File: config.mk
export PLATFORM = sky130hd
export DESIGN_NAME = enc_8x3_seq
export DESIGN_NICKNAME = d
export VERILOG_FILES = /design/src/rtl/enc_pkg.sv /design/src/rtl/pri_enc_8x3.sv /design/src/rtl/enc_8x3_seq.sv
export SDC_FILE = /design/constraint.sdc
export NUM_CORES = 1
export LEC_CHECK = 0
export BUFFER_PORTS_ARGS = -buffer_cell sky130_fd_sc_hd__buf_2
export CORE_MARGIN = 2
export CORE_UTILIZATION = 40
export DETAILED_ROUTE_END_ITERATION = 10
export SKIP_LAST_GASP = 1
export SYNTH_ARGS = -nofsm -noshare
export SYNTH_HDL_FRONTEND = slang
export SYNTH_HIERARCHICAL = 1
export SYNTH_SLANG_ARGS = --single-unit
File: constraint.sdc
create_clock -name clk -period 2.6 [get_ports clk]
set_input_delay 0.13 -clock clk [delete_from_list [all_inputs] [get_ports clk]]
set_output_delay 0.13 -clock clk [all_outputs]
set_load 0.01 [all_outputs]
File: src/rtl/enc_pkg.sv
// -----------------------------------------------------------------------------
// enc_pkg
// Shared types and widths for the sequential 8-to-3 encoder.
//   state_t : controller state (IDLE = waiting for a word, EMIT = streaming
//             indices of the pending word)
//   IN_W    : request word width
//   OUT_W   : encoded index width
// -----------------------------------------------------------------------------
package enc_pkg;

  localparam int IN_W  = 8;
  localparam int OUT_W = 3;

  typedef enum logic {
    IDLE = 1'b0,
    EMIT = 1'b1
  } state_t;

endpackage : enc_pkg

File: src/rtl/pri_enc_8x3.sv
// -----------------------------------------------------------------------------
// pri_enc_8x3
// Combinational priority encoder with selectable direction.
//   word      in  [IN_W-1:0]  bits to encode
//   msb_first in  1           1 = highest set bit wins, 0 = lowest set bit wins
//   idx       out [OUT_W-1:0] index of the winning bit (0 when word is zero)
//   any       out 1           at least one bit of word is set
//   one       out 1           exactly one bit of word is set
// -----------------------------------------------------------------------------
module pri_enc_8x3
  import enc_pkg::*;
(
  input  logic [IN_W-1:0]  word,
  input  logic             msb_first,
  output logic [OUT_W-1:0] idx,
  output logic             any,
  output logic             one
);

  always_comb begin
    // NOTE: every output of a combinational block gets a default first, so no
    // path through the block leaves it unassigned and no latch is inferred.
    idx = '0;
    // Scan towards the winning end; the last set bit seen overwrites earlier
    // ones, so the scan order alone decides the priority direction.
    if (msb_first) begin
      for (int i = 0; i < IN_W; i++) begin
        if (word[i]) idx = OUT_W'(i);
      end
    end else begin
      for (int i = IN_W - 1; i >= 0; i--) begin
        if (word[i]) idx = OUT_W'(i);
      end
    end
    any = |word;
    // Clearing the lowest set bit leaves zero only for a one-hot word.
    one = any && ((word & (word - IN_W'(1))) == '0);
  end

endmodule : pri_enc_8x3

File: src/rtl/enc_8x3_seq.sv
// -----------------------------------------------------------------------------
// enc_8x3_seq
// Sequential 8-to-3 encoder. Accepts an 8-bit request word and emits the index
// of every set bit, one per output handshake, in priority order.
//   PRIO_MSB      0 = lowest set index first, 1 = highest set index first
//   clk     in  1  clock, rising edge
//   rst     in  1  asynchronous active-high reset
//   d       in  8  request word
//   d_valid in  1  d holds a word to be accepted
//   d_ready out 1  a word can be accepted this cycle
//   y       out 3  index of the current pending bit
//   y_valid out 1  y is valid
//   y_ready in  1  downstream consumes y this cycle
//   y_last  out 1  y is the final index of its word
//   zero    out 1  one-cycle pulse after an all-zero word is accepted
// -----------------------------------------------------------------------------
module enc_8x3_seq
  import enc_pkg::*;
#(
  parameter bit PRIO_MSB = 1'b0
) (
  input  logic             clk,
  input  logic             rst,
  input  logic [IN_W-1:0]  d,
  input  logic             d_valid,
  output logic             d_ready,
  output logic [OUT_W-1:0] y,
  output logic             y_valid,
  input  logic             y_ready,
  output logic             y_last,
  output logic             zero
);

  state_t            state_q, state_d;
  logic [IN_W-1:0]   pending_q, pending_d;
  logic              zero_q, zero_d;

  logic [OUT_W-1:0]  pri_idx;
  logic              pri_any;
  logic              pri_one;
  logic              accept;
  logic              y_hs;
  logic              word_zero;

  pri_enc_8x3 u_pri_enc (
    .word      (pending_q),
    .msb_first (PRIO_MSB),
    .idx       (pri_idx),
    .any       (pri_any),
    .one       (pri_one)
  );

  // State register. Outputs decode from these flops combinationally, so an
  // asserted rst forces them to their idle values without waiting for a clock.
  always_ff @(posedge clk or posedge rst) begin
    if (rst) begin
      state_q   <= IDLE;
      pending_q <= '0;
      zero_q    <= 1'b0;
    end else begin
      // NOTE: sequential state uses non-blocking assignments so every flop
      // samples pre-edge values regardless of statement order.
      state_q   <= state_d;
      pending_q <= pending_d;
      zero_q    <= zero_d;
    end
  end

  // Output decode. d_ready depends combinationally on y_ready so the next word
  // can be taken on the same edge that retires the last index (no bubble).
  always_comb begin
    y_valid   = (state_q == EMIT) && pri_any;
    y         = y_valid ? pri_idx : '0;
    y_last    = y_valid && pri_one;
    d_ready   = (state_q == IDLE) || (y_valid && y_ready && y_last);
    zero      = zero_q;
    accept    = d_valid && d_ready;
    y_hs      = y_valid && y_ready;
    word_zero = (d == '0);
  end

  // Next-state logic.
  always_comb begin
    state_d   = state_q;
    pending_d = pending_q;
    zero_d    = 1'b0;
    unique case (state_q)
      IDLE: begin
        if (accept) begin
          if (word_zero) begin
            zero_d = 1'b1;
          end else begin
            pending_d = d;
            state_d   = EMIT;
          end
        end
      end
      EMIT: begin
        if (y_hs) begin
          if (!y_last) begin
            // Retire only the bit just emitted; the encoder then picks the next.
            pending_d = pending_q & ~(IN_W'(1) << pri_idx);
          end else if (accept && !word_zero) begin
            pending_d = d;
          end else begin
            pending_d = '0;
            state_d   = IDLE;
            zero_d    = accept;
          end
        end
      end
      default: begin
        state_d   = IDLE;
        pending_d = '0;
      end
    endcase
  end

endmodule : enc_8x3_seq

Word-level counts from Yosys, hierarchy flattened
Cells that the tools add are included.
{"block": "totals", "elab_cells": 52, "in_bits": 12, "output_inout_bits": 7, "register_bits": 10}
{"block": "op_classes", "shifts": 1, "eq_ne": 3, "muxes": 27, "bitwise_logic": 4, "n_reduce_logical": 13, "n_addsub": 1}
{"op": "two-way mux 8 bit", "count": 5}
{"op": "two-way mux 3 bit", "count": 9}
{"op": "bitwise AND 8 bit", "count": 2}
{"op": "logical NOT 8 bit", "count": 2}
{"op": "case mux 8 bit (2 select lines)", "count": 1}
{"op": "two-way mux 1 bit", "count": 10}
{"op": "inverter 8 bit", "count": 1}
{"op": "OR reduction 8 bit", "count": 1}
{"op": "left shift 1 x 3 -> 8 bit, first input constant", "count": 1}
{"op": "subtractor 8 x 1 -> 8 bit, second input constant", "count": 1}
{"op": "logical AND 1 bit", "count": 7}
{"op": "inequality test 2 bit, second input constant", "count": 2}
{"op": "case mux 1 bit (2 select lines)", "count": 2}
{"op": "AND reduction 3 bit", "count": 1}
{"op": "inequality test 2 x 1 -> 1 bit, second input constant", "count": 1}
{"op": "logical NOT 1 bit", "count": 1}
{"op": "logical OR 1 bit", "count": 1}
{"op": "inverter 1 bit", "count": 1}

Depth between registers and ports, before layout
Gate-level depths: netlist of the first run.
{"block": "depth", "depth_word": 14, "mapped_depth": 8, "depth_no_buf": 7}

Hierarchy
Netlist of the first run, hierarchy kept.
{"module": "enc_8x3_seq", "n_inst": 1, "cells_each": 68, "area_each_um2": 656.9}
{"module": "pri_enc_8x3", "n_inst": 1, "cells_each": 35, "area_each_um2": 211.5}

Least setup slack after synthesis of the first run
No wires, ideal clock.
{"block": "synth_timing", "path_type": "reg-to-reg", "start": "reg pending_q[2]", "end": "reg pending_q[4]", "path_slack_ns": 0.558, "stages_incl_launch_ff": 9, "setup_ns": 0.142, "path_buffers": 1, "t_arrival_ns": 1.901, "required_time_ns": 2.458, "cell_sequence": "dfrtp_1 -> nor4_4 -> xor2_1 -> nor4_1 -> o32a_1 -> and4_1 -> buf_2 -> o21ai_0 -> o211ai_1"}
{"block": "synth_between", "elab_chain_cells": 13, "word_cells_on_any_way": 25, "classes_between": "add/sub: 1; eq/ne: 2; shift: 1; mux: 7; bitwise: 3; reduce/logical: 11"}
{"element": "from (decl)", "line_no": "enc_8x3_seq.sv:35", "source": "logic [IN_W-1:0] pending_q, pending_d;"}
{"element": "from (signal assigned)", "line_no": "enc_8x3_seq.sv:64", "source": "pending_q <= pending_d;"}
{"element": "subtractor 8 x 1 -> 8 bit", "line_no": "pri_enc_8x3.sv:37", "source": "one = any && ((word & (word - IN_W'(1))) == '0);"}
{"element": "bitwise AND 8 bit", "line_no": "pri_enc_8x3.sv:37"}
{"element": "logical NOT 8 bit", "line_no": "pri_enc_8x3.sv:37"}
{"element": "logical AND 1 bit (*)", "line_no": "pri_enc_8x3.sv:37"}
{"element": "named net pri_one", "line_no": "enc_8x3_seq.sv:40", "source": "logic pri_one;"}
{"element": "logical AND 1 bit (*)", "line_no": "enc_8x3_seq.sv:74", "source": "y_last = y_valid && pri_one;"}
{"element": "logical AND 1 bit", "line_no": "enc_8x3_seq.sv:75", "source": "d_ready = (state_q == IDLE) || (y_valid && y_ready && y_last);"}
{"element": "logical OR 1 bit", "line_no": "enc_8x3_seq.sv:75"}
{"element": "logical AND 1 bit", "line_no": "enc_8x3_seq.sv:77", "source": "accept = d_valid && d_ready;"}
{"element": "logical AND 1 bit", "line_no": "enc_8x3_seq.sv:103", "source": "end else if (accept && !word_zero) begin"}
{"element": "two-way mux 8 bit", "line_no": "enc_8x3_seq.sv:103"}
{"element": "two-way mux 8 bit", "line_no": "enc_8x3_seq.sv:100", "source": "if (!y_last) begin"}
{"element": "two-way mux 8 bit", "line_no": "enc_8x3_seq.sv:99", "source": "if (y_hs) begin"}
{"element": "case mux 8 bit (2 select lines)", "line_no": "enc_8x3_seq.sv:87", "source": "unique case (state_q)"}
The timed path passes the listed nets; every way through them passes the cells marked *. The select of a mux whose other input is x is not followed.
A chain may end at the register's enable or synchronous reset.

Final worst setup path of the first run
{"block": "layout_timing", "start": "reg pending_q[2]", "end": "out d_ready"}
{"block": "layout_between", "elab_chain_cells": 7, "word_cells_on_any_way": 10, "classes_between": "add/sub: 1; bitwise: 1; reduce/logical: 8"}
{"element": "subtractor 8 x 1 -> 8 bit", "line_no": "pri_enc_8x3.sv:37"}
{"element": "bitwise AND 8 bit", "line_no": "pri_enc_8x3.sv:37"}
{"element": "logical NOT 8 bit", "line_no": "pri_enc_8x3.sv:37"}
{"element": "logical AND 1 bit (*)", "line_no": "pri_enc_8x3.sv:37"}
{"element": "named net pri_one", "line_no": "enc_8x3_seq.sv:40"}
{"element": "logical AND 1 bit (*)", "line_no": "enc_8x3_seq.sv:74"}
{"element": "logical AND 1 bit (*)", "line_no": "enc_8x3_seq.sv:75"}
{"element": "logical OR 1 bit (*)", "line_no": "enc_8x3_seq.sv:75"}
{"element": "to (decl)", "line_no": "enc_8x3_seq.sv:26", "source": "output logic d_ready,"}
The timed path passes the listed nets; every way through them passes the cells marked *.

==> out/summary.txt, run 1 <==
# setup viols final = 0
highest-delay cell along the critical path = dfrtp_1
mean number of vias per cell = 5.62
drt first pass iters = 4
Leak Pwr = 0.417 nW
Post-synth top flop = dfrtp_1
Reg clk slew, reported paths = 0.06 ns
RSZ-0062 raised after global routing = false
setup TNS = 0 ns
H-tree lvl count = 1
post-synth top area share = 28.8%
DPL Wire Length = 1540 µm
Rows = 16
mapped cell area = 868 µm²
GRT Total Usage = 18.9%
routed len/inst = 13.5 µm
Worst setup EP type = primary output
Seq/Total Area, Yosys = 28.8%
CTS resizes = 0
Post-Syn Instances = 103
first-pass GRT wire length = 3760 µm
Synth Register Bits = 10
initial antenna violation count = 0
minimum clock period = 2.30 ns
Worst EP required = 2.47 ns
fin crit share = 88.5%
Synth async-reset ratio = 100%
max-slew violation count = 0
via count = 866
ANT nets after route = 0
WS Path Type = flip-flop to primary output
vias in the first global route = 781
Post-Route WL = 2080 µm
initial core utilization = 43.4%
Max FO, Critical Path = 8
Die Wd = 50.6 µm
largest net degree at the start of global routing = 12
# diodes = 0
CTS tree = done
share of cells above drive strength 1 = 22.8%
largest cells by area after synthesis = dfrtp_1, o311ai_0, nor4_4
Setup Skew = 0.00724 ns
die area = 2560 µm²
fmax = 0.434 GHz
CP cell instances = nor4_4, nand2b_1, nor4b_1, o32a_1, nand3_1, nand2_1, buf_2
IO Port Bufs = 18
critical path arrival = 2.17 ns
synth-to-layout area growth = 18.4%
Crit path largest cell delay = 0.48 ns
Nets = 140
Core ar. = 2000 µm²
final setup margin = 0.298 ns
Avg Inst Size Synth = 8.43 µm²
clk_lat worst skew = 0.27 ns
Sink Count = 10
Num CTS Buffers = 3
number of synthesis warnings = 6
worst reg-to-reg setup slack = 0.31 ns
Max Cap Violations = 0
Place WS = 0.353 ns
drt drc = 0
IO Count = 19
GR Overflow Total = 0
Final Hold Vio Count = 0
VDD IR max = 326 µV
Placer Congestion = 0.786
CP startpoint kind = flip-flop
Tightest Hold Check Type = primary input to flip-flop
Die H = 50.6 µm
clock root buffer = clkbuf_4
status = finished, final reports clean
number of synthesized flops with an enable pin = 0
Netlist cell types = 29
Clock Path Buffers = 2
Starting DRT DRC Count = 43
cell taking the most area after synthesis = dfrtp_1
Power Density = 435 nW/µm²
-- critical path: cells and delay by family (launching register included) --
family	cells	cell delay (ns)
buffers and inverters	1	0.12
DFF	1	0.48
AOI/OAI and AO/OA	1	0.28
and+or+nand+nor	5	1.04
-- worst paths after layout --
check	cells after the start	start	to
max in group asynchronous	3	rst	pending_q[2]
setup / recovery	7	pending_q[2]	d_ready
hold reg to reg	2	pending_q[6]	pending_q[6]
hold / removal	2	d_valid	state_q
min in group asynchronous	3	rst	pending_q[4]
setup reg to reg	7	pending_q[2]	pending_q[2]
-- cells in the final DEF (no fill, tap or decap) --
cell type and instances:
xor2_1 1, o21ai_0 11, nand2b_1 2, and2_1 1, nor4_1 2, a21oi_1 6
nor4b_1 1, o31ai_1 2, o311ai_0 8, buf_4 1, clkbuf_4 3, maj3_1 1
and4_1 1, nand2_1 12, inv_1 6, nand3_1 2, a22o_1 2, dfrtp_1 10
and3_1 4, o211ai_1 8, o32a_1 1, a211oi_1 1, dlygate4sd3_1 1, a21boi_4 1
nor4_4 3, a21boi_2 1, clkbuf_8 1, nor2b_4 1, nor2_1 9, buf_2 18
conb_1 5, nor3_1 1
-- metrics by stage --
step           hold WS, ns  instances  util (%)  power [W]  instance area, µm²
2_1_floorplan      -0.0298        107         -   0.000269                 883
3_3_place_gp         0.137        149      49.1   0.000313                 982
3_5_place_dp         0.119        149      49.1   0.000312                 982
4_1_cts              0.107        154      51.4   0.000451                1030
5_1_grt              0.124        154      51.4   0.000482                1030
6_report             0.112        154      51.4   0.000447                1030
-- kinds of logic after synthesis --
kind of cell    count (synthesis)  share of synthesized area, %
buf+inv                        10                          6.34
compound gates                 41                          34.0
simple gates                   39                          28.2
xor+xnor                        1                          1.01
flops                          10                          28.8
fa+ha+maj                       1                          1.15
other cells                     1                         0.432
-- layout make-up --
type                            instances  area (µm²)
Fill cell                             208         973
Inverter                                6        22.5
Timing Repair Buffer                   20         108
Tap cell                               27        33.8
Clock buffer                            4        36.3
Sequential cell                        10         250
Multi-Input combinational cell         87         578
-- power by group --
part	internal [W]	total, W	switching (W)
logic	0.0000461	0.000101	0.0000553
registers	0.000171	0.000209	0.0000388
clock network	0.0000849	0.000136	0.0000514
total	0.000302	0.000447	0.000146
-- layer usage --
metal / global-route usage, % / up-vias / wire length [µm]
met5: 0 / - / 0
li1: - / 437 / -
met4: 1.35 / 0 / 0
met2: 28.1 / 31 / 956
met3: 4.76 / 0 / 120
met1: 28.7 / 398 / 998
-- timing repair --
action                                 4_1_cts  5_1_grt
endpoints found under the hold margin       10        0
setup buffers                                0        0
hold buffers                                 1        0
-- flip-flops by register name (all words and copies together) (netlist names) --
name,count
zero,1
state_q,1
pending_q,8
-- cell usage after synthesis (2+ instances only) --
cell,n
buf_2,2
nor4_1,2
buf_6,2
o311ai_0,8
a22o_1,2
a21oi_1,6
and3_1,4
inv_1,6
dfrtp_1,10
nand3_1,2
nor2_1,9
o21ai_0,11
nand2_1,12
o211ai_1,8
nor4_4,3
o31ai_1,2
nand2b_1,2
Power figures use the tool's default switching activity.
==> run 2, diff against run 1 <==
--- a/config.mk
+++ b/config.mk
@@ -7,8 +7,9 @@
 export LEC_CHECK = 0
 export BUFFER_PORTS_ARGS = -buffer_cell sky130_fd_sc_hd__buf_2
 export CORE_MARGIN = 2
-export CORE_UTILIZATION = 40
+export CORE_UTILIZATION = 48
 export DETAILED_ROUTE_END_ITERATION = 10
+export PLACE_DENSITY = 0.72
 export SKIP_LAST_GASP = 1
 export SYNTH_ARGS = -nofsm -noshare
 export SYNTH_HDL_FRONTEND = slang
==> run 2 against run 1 <==
  * Combinational power about the same
  * Setup slack better by 0.018 ns
  * First-iteration DRC count fell by 26%
  * Largest power group unchanged
  * Hold slack improved by 0.014 ns
  * Die area decreased by 15%
  * Non-clock buffer count unchanged
==> out/summary.txt, run 2 (same netlist as run 1, synthesis figures left out) <==
status = finished, final reports clean
initial antenna violation count = 0
Hold Crit Depth = 2
DPL Wire Length = 1590 µm
H-tree lvl count = 1
CP startpoint kind = flip-flop
# diodes = 0
Setup Skew = 0.00168 ns
share of cells above drive strength 1 = 22.2%
Power Density = 409 nW/µm²
Placer Congestion = 0.862
Leak Pwr = 0.410 nW
Die Wd = 46.5 µm
Max Cap Violations = 0
minimum clock period = 2.28 ns
largest net degree at the start of global routing = 12
max-slew violation count = 0
Final Hold Vio Count = 0
IO Count = 19
IO Port Bufs = 18
Num CTS Buffers = 3
Tightest Hold Check Type = primary input to flip-flop
GRT Total Usage = 23.2%
delay-heaviest family, CP = simple AND/OR/NAND/NOR gates
initial core utilization = 50.8%
routed len/inst = 14.2 µm
via count = 878
Rows = 15
finished layout cell area = 1010 µm²
first-pass GRT wire length = 3520 µm
most frequent cells in the layout = buf_2, nand2_1, o21ai_0
fmax = 0.438 GHz
clock root buffer = clkbuf_4
VDD IR max = 375 µV
most flop-heavy register = pending_q
placed insts = 147
Total Power = 0.000414 W
Die H = 46.5 µm
Crit path largest cell delay = 0.48 ns
Top Usage Layer GRT = met2
Largest register FFs = 8
RSZ-0062 raised after global routing = false
GR Overflow Total = 0
critical path arrival = 2.15 ns
highest-delay cell along the critical path = dfrtp_1
Placed Area = 980 µm²
CTS resizes = 0
CTS tree = done
fin crit share = 87.8%
drt drc = 0
Reg2Reg Depth = 7
synth-to-layout area growth = 16.6%
Sink Count = 10
Worst EP required = 2.47 ns
# setup viols final = 0
die area = 2170 µm²
Setup Buffers After CTS = 0
WS Path Type = flip-flop to primary output
mean number of vias per cell = 5.81
ANT nets after route = 0
Core ar. = 1710 µm²
Crit path depth = 7
drt first pass iters = 4
Crit path buffers/inverters = 1
CP cell instances = nor4_4, nand2b_1, nor4b_1, o32a_1, nand3_1, nand2_1, buf_2
Finished Layout Cells = 151
clk_lat worst skew = 0.26 ns
Reg clk slew, reported paths = 0.06 ns
vias in the first global route = 770
Global Route met1 Usage = 30.3%
Nets = 140
commonest non-fill, non-tap cell in the layout = buf_2
Starting DRT DRC Count = 32
setup TNS = 0 ns
met3 GRT Util = 6.27%
Clock Path Buffers = 2
Max FO, Critical Path = 8
GR Util met2 = 37.2%
hold_ws = 0.126 ns
Worst setup EP type = primary output
# hold bufs at CTS = 1
Post-Route WL = 2140 µm
run 2: area by class of cell:
class	count	area (µm²)
Sequential cell	10	250
Multi-Input combinational cell	87	578
Fill cell	150	696
Inverter	6	22.5
Tap cell	25	31.3
Clock buffer	3	22.5
Timing Repair Buffer	20	108
run 2: path summary, 6_finish.rpt:
path / end / slack, ns / startpoint
min in group asynchronous: pending_q[6] / 0.39 / rst
setup reg to reg: pending_q[2] / 0.33 / pending_q[2]
hold reg to reg: pending_q[0] / 0.70 / pending_q[0]
hold / removal: state_q / 0.13 / d_valid
setup / recovery: d_ready / 0.32 / pending_q[2]
max in group asynchronous: pending_q[1] / 1.94 / rst
run 2: power breakdown:
group / leakage, nW / switching (W) / internal (W) / total (W)
combinational: 0.296 / 0.0000553 / 0.0000460 / 0.000101
sequential: 0.0998 / 0.0000392 / 0.000171 / 0.000210
clock: 0.0138 / 0.0000497 / 0.0000534 / 0.000103
run 2: worst reg2reg max path, delay by kind of cell (launching register included):
| kind | cells | cell delay (ns) |
|---|---|---|
| simple gates | 3 | 0.78 |
| compound gates | 3 | 0.68 |
| flops | 1 | 0.48 |
| xor+xnor | 1 | 0.20 |
run 2: metrics by stage:
step | util, % | setup slack [ns]
2_1_floorplan | - | 0.558
3_3_place_gp | 57.4 | 0.407
3_5_place_dp | 57.4 | 0.350
4_1_cts | 59.3 | 0.315
5_1_grt | 59.3 | 0.136
6_report | 59.3 | 0.316
run 2: layer usage:
layer	share of wire, %	routed length (µm)
met4	0.19	4
met1	45	959
met5	0	0
met2	49	1040
met3	6.2	132
==> run 3, diff against run 2 <==
--- a/config.mk
+++ b/config.mk
@@ -9,9 +9,8 @@
 export CORE_MARGIN = 2
 export CORE_UTILIZATION = 48
 export DETAILED_ROUTE_END_ITERATION = 10
-export PLACE_DENSITY = 0.72
+export PLACE_DENSITY = 0.74
 export SKIP_LAST_GASP = 1
 export SYNTH_ARGS = -nofsm -noshare
 export SYNTH_HDL_FRONTEND = slang
-export SYNTH_HIERARCHICAL = 1
 export SYNTH_SLANG_ARGS = --single-unit
==> run 3 against run 2 <==
  * First-iteration DRC count decreased by 59%
  * Utilization increased by 2.5 points
  * Final cell count decreased by 25%
  * Clock power decreased by 6%
  * Clock skew increased by 0.0023 ns
  * Sequential power increased by 67%
  * Flip-flop and latch count unchanged
  * Highest routed layer unchanged
  * Sequential share of layout area increased by 6.0 points
  * Total power increased to 2.6 times the previous value
  * Via count decreased by 24%
  * Critical path type unchanged
==> out/summary.txt, run 3 <==
H-tree lvl count = 1
reg-to-reg startpoint = pending_q[0]
leading cell types by count after synthesis = dfrtp_1, inv_1, o21ai_0, o21ai_1
IO Port Bufs = 18
filler instances = 119
max-slew violation count = 0
Worst Tran Pin Value = 0.428 ns
drt drc = 0
Place WS = 0.422 ns
largest cells by area after synthesis = dfrtp_1, inv_1, o21ai_0
Hold Crit Depth = 3
post-synth top area share = 36.2%
DPL Wire Length = 1190 µm
worst reg-to-reg setup slack = 0.42 ns
Worst Hold End = pending_q[2]
GR Overflow Total = 0
GRT Total Usage = 19.4%
die area = 1760 µm²
synth-to-layout area growth = 17.8%
mapped cell area = 691 µm²
Setup Buffers After CTS = 0
finished layout cell area = 813 µm²
Post-Syn Instances = 80
status = finished, final reports clean
Register Area = 250 µm²
vias in the first global route = 645
clock root buffer = clkbuf_4
initial antenna violation count = 0
Reg clk slew, reported paths = 0.05 ns
Final Hold Vio Count = 0
Largest register FFs = 8
routed len/inst = 13.0 µm
number of synthesized flops with an enable pin = 0
Nets = 113
Placed Area = 781 µm²
worst min-delay path startpoint = d[2]
Max Cap Violations = 0
# diodes = 0
Num CTS Buffers = 3
commonest non-fill, non-tap cell in the layout = buf_2
Die Wd = 41.9 µm
WS Path Type = flip-flop to primary output
ANT nets after route = 0
Max FO, Critical Path = 9
# hold bufs at CTS = 1
largest net degree at the start of global routing = 12
Seq/Total Area, Yosys = 36.2%
Setup Skew = 0.00396 ns
IO Count = 19
setup TNS = 0 ns
Placer Congestion = 0.766
via count = 670
clk_lat worst skew = 0.25 ns
Synth async-reset ratio = 100%
Post-synth top flop = dfrtp_1
Rows = 13
area of the multi-input gates = 384 µm²
fmax = 0.433 GHz
Starting DRT DRC Count = 13
minimum clock period = 2.31 ns
Sink Count = 10
number of synthesis warnings = 0
Clock Path Buffers = 2
Worst setup EP type = primary output
mean number of vias per cell = 5.88
synthesized net count = 92
VDD IR max = 682 µV
Worst EP required = 2.47 ns
Leak Pwr = 0.375 nW
most flop-heavy register = pending_q
CP startpoint kind = flip-flop
cell taking the most area after synthesis = dfrtp_1
first-pass GRT wire length = 2660 µm
Core ar. = 1320 µm²
CTS resizes = 0
Synth Register Bits = 10
final setup margin = 0.290 ns
fin crit share = 88.8%
RSZ-0062 raised after global routing = false
Die H = 41.9 µm
Avg Inst Size Synth = 8.63 µm²
Netlist cell types = 36
Reg-to-Reg End = pending_q[5]
most frequent cells in the layout = buf_2, inv_1, dfrtp_1
# setup viols final = 0
Power Density = 1310 nW/µm²
share of cells above drive strength 1 = 28.3%
initial core utilization = 52.4%
critical path arrival = 2.18 ns
Reg2Reg Depth = 5
CTS tree = done
Rel. slew slack = 71.2%
drt first pass iters = 4
Tightest Hold Check Type = primary input to flip-flop
Post-Route WL = 1490 µm
## run 3: cell types whose count changed in the layout (fill, tap and decap cells not counted), sizes merged, moves of 2 or more
cell | before | now
nand2b | 2 | 0
nor4 | 5 | 2
a21oi | 6 | 3
and3 | 4 | 1
a22o | 2 | 0
nor2 | 9 | 5
o31ai | 2 | 0
conb | 5 | 0
o311ai | 8 | 1
inv | 6 | 10
o211ai | 8 | 2
nand2 | 12 | 5
or4 | 0 | 4
nor3 | 1 | 4
## run 3: final cells by class
cell class / instances / area share (%)
Inverter: 10 / 4.62
Multi-Input combinational cell: 57 / 47.2
Sequential cell: 10 / 30.8
Clock buffer: 3 / 2.77
Tap cell: 15 / 2.31
Timing Repair Buffer: 19 / 12.3
## run 3: metrics by stage
stage	total power [W]	hold slack (ns)	instances	utilization (%)
2_1_floorplan	0.000808	-0.0298	80	-
3_5_place_dp	0.000967	0.116	110	59.3
4_1_cts	0.00107	0.109	114	61.7
5_1_grt	0.00117	0.128	114	61.7
3_3_place_gp	0.000956	0.121	110	59.3
6_report	0.00106	0.118	114	61.7
## run 3: worst max-delay path, stage by stage, from the launching register on
cell      delay, ns
dfrtp_1        0.44
or4_1          0.73
nor3_2         0.24
a211oi_2       0.09
o21ai_1        0.25
buf_2          0.18
## run 3: cell families after synthesis
| family | after synthesis | synth area share (%) |
|---|---|---|
| simple gates | 26 | 23.4 |
| buf+inv | 13 | 8.15 |
| compound gates | 30 | 30.8 |
| fa+ha+maj | 1 | 1.45 |
| flops | 10 | 36.2 |
## run 3: routing by layer
metal | GRT usage (%) | share of wire, %
met5 | 0 | 0
met1 | 25.8 | 48
met4 | 8.39 | 0.54
met3 | 3.04 | 3.8
met2 | 30.9 | 48
## run 3: how the worst max path moves through the flow
stage                            start            to  depth (start not counted)
after floorplan           pending_q[0]  pending_q[5]                          6
after global routing      pending_q[0]       d_ready                          5
after CTS                 pending_q[0]       d_ready                          5
after global placement    pending_q[0]  pending_q[6]                          5
after detailed placement  pending_q[0]  pending_q[5]                          5
final                     pending_q[0]       d_ready                          5
## run 3: report_power, final
group | total [W] | internal (W) | switching, W | leakage (nW)
Combinational | 0.000616 | 0.000279 | 0.000337 | 0.236
Clock | 0.0000964 | 0.0000529 | 0.0000435 | 0.0138
Sequential | 0.000351 | 0.000217 | 0.000133 | 0.126
Total | 0.00106 | 0.000549 | 0.000514 | 0.375
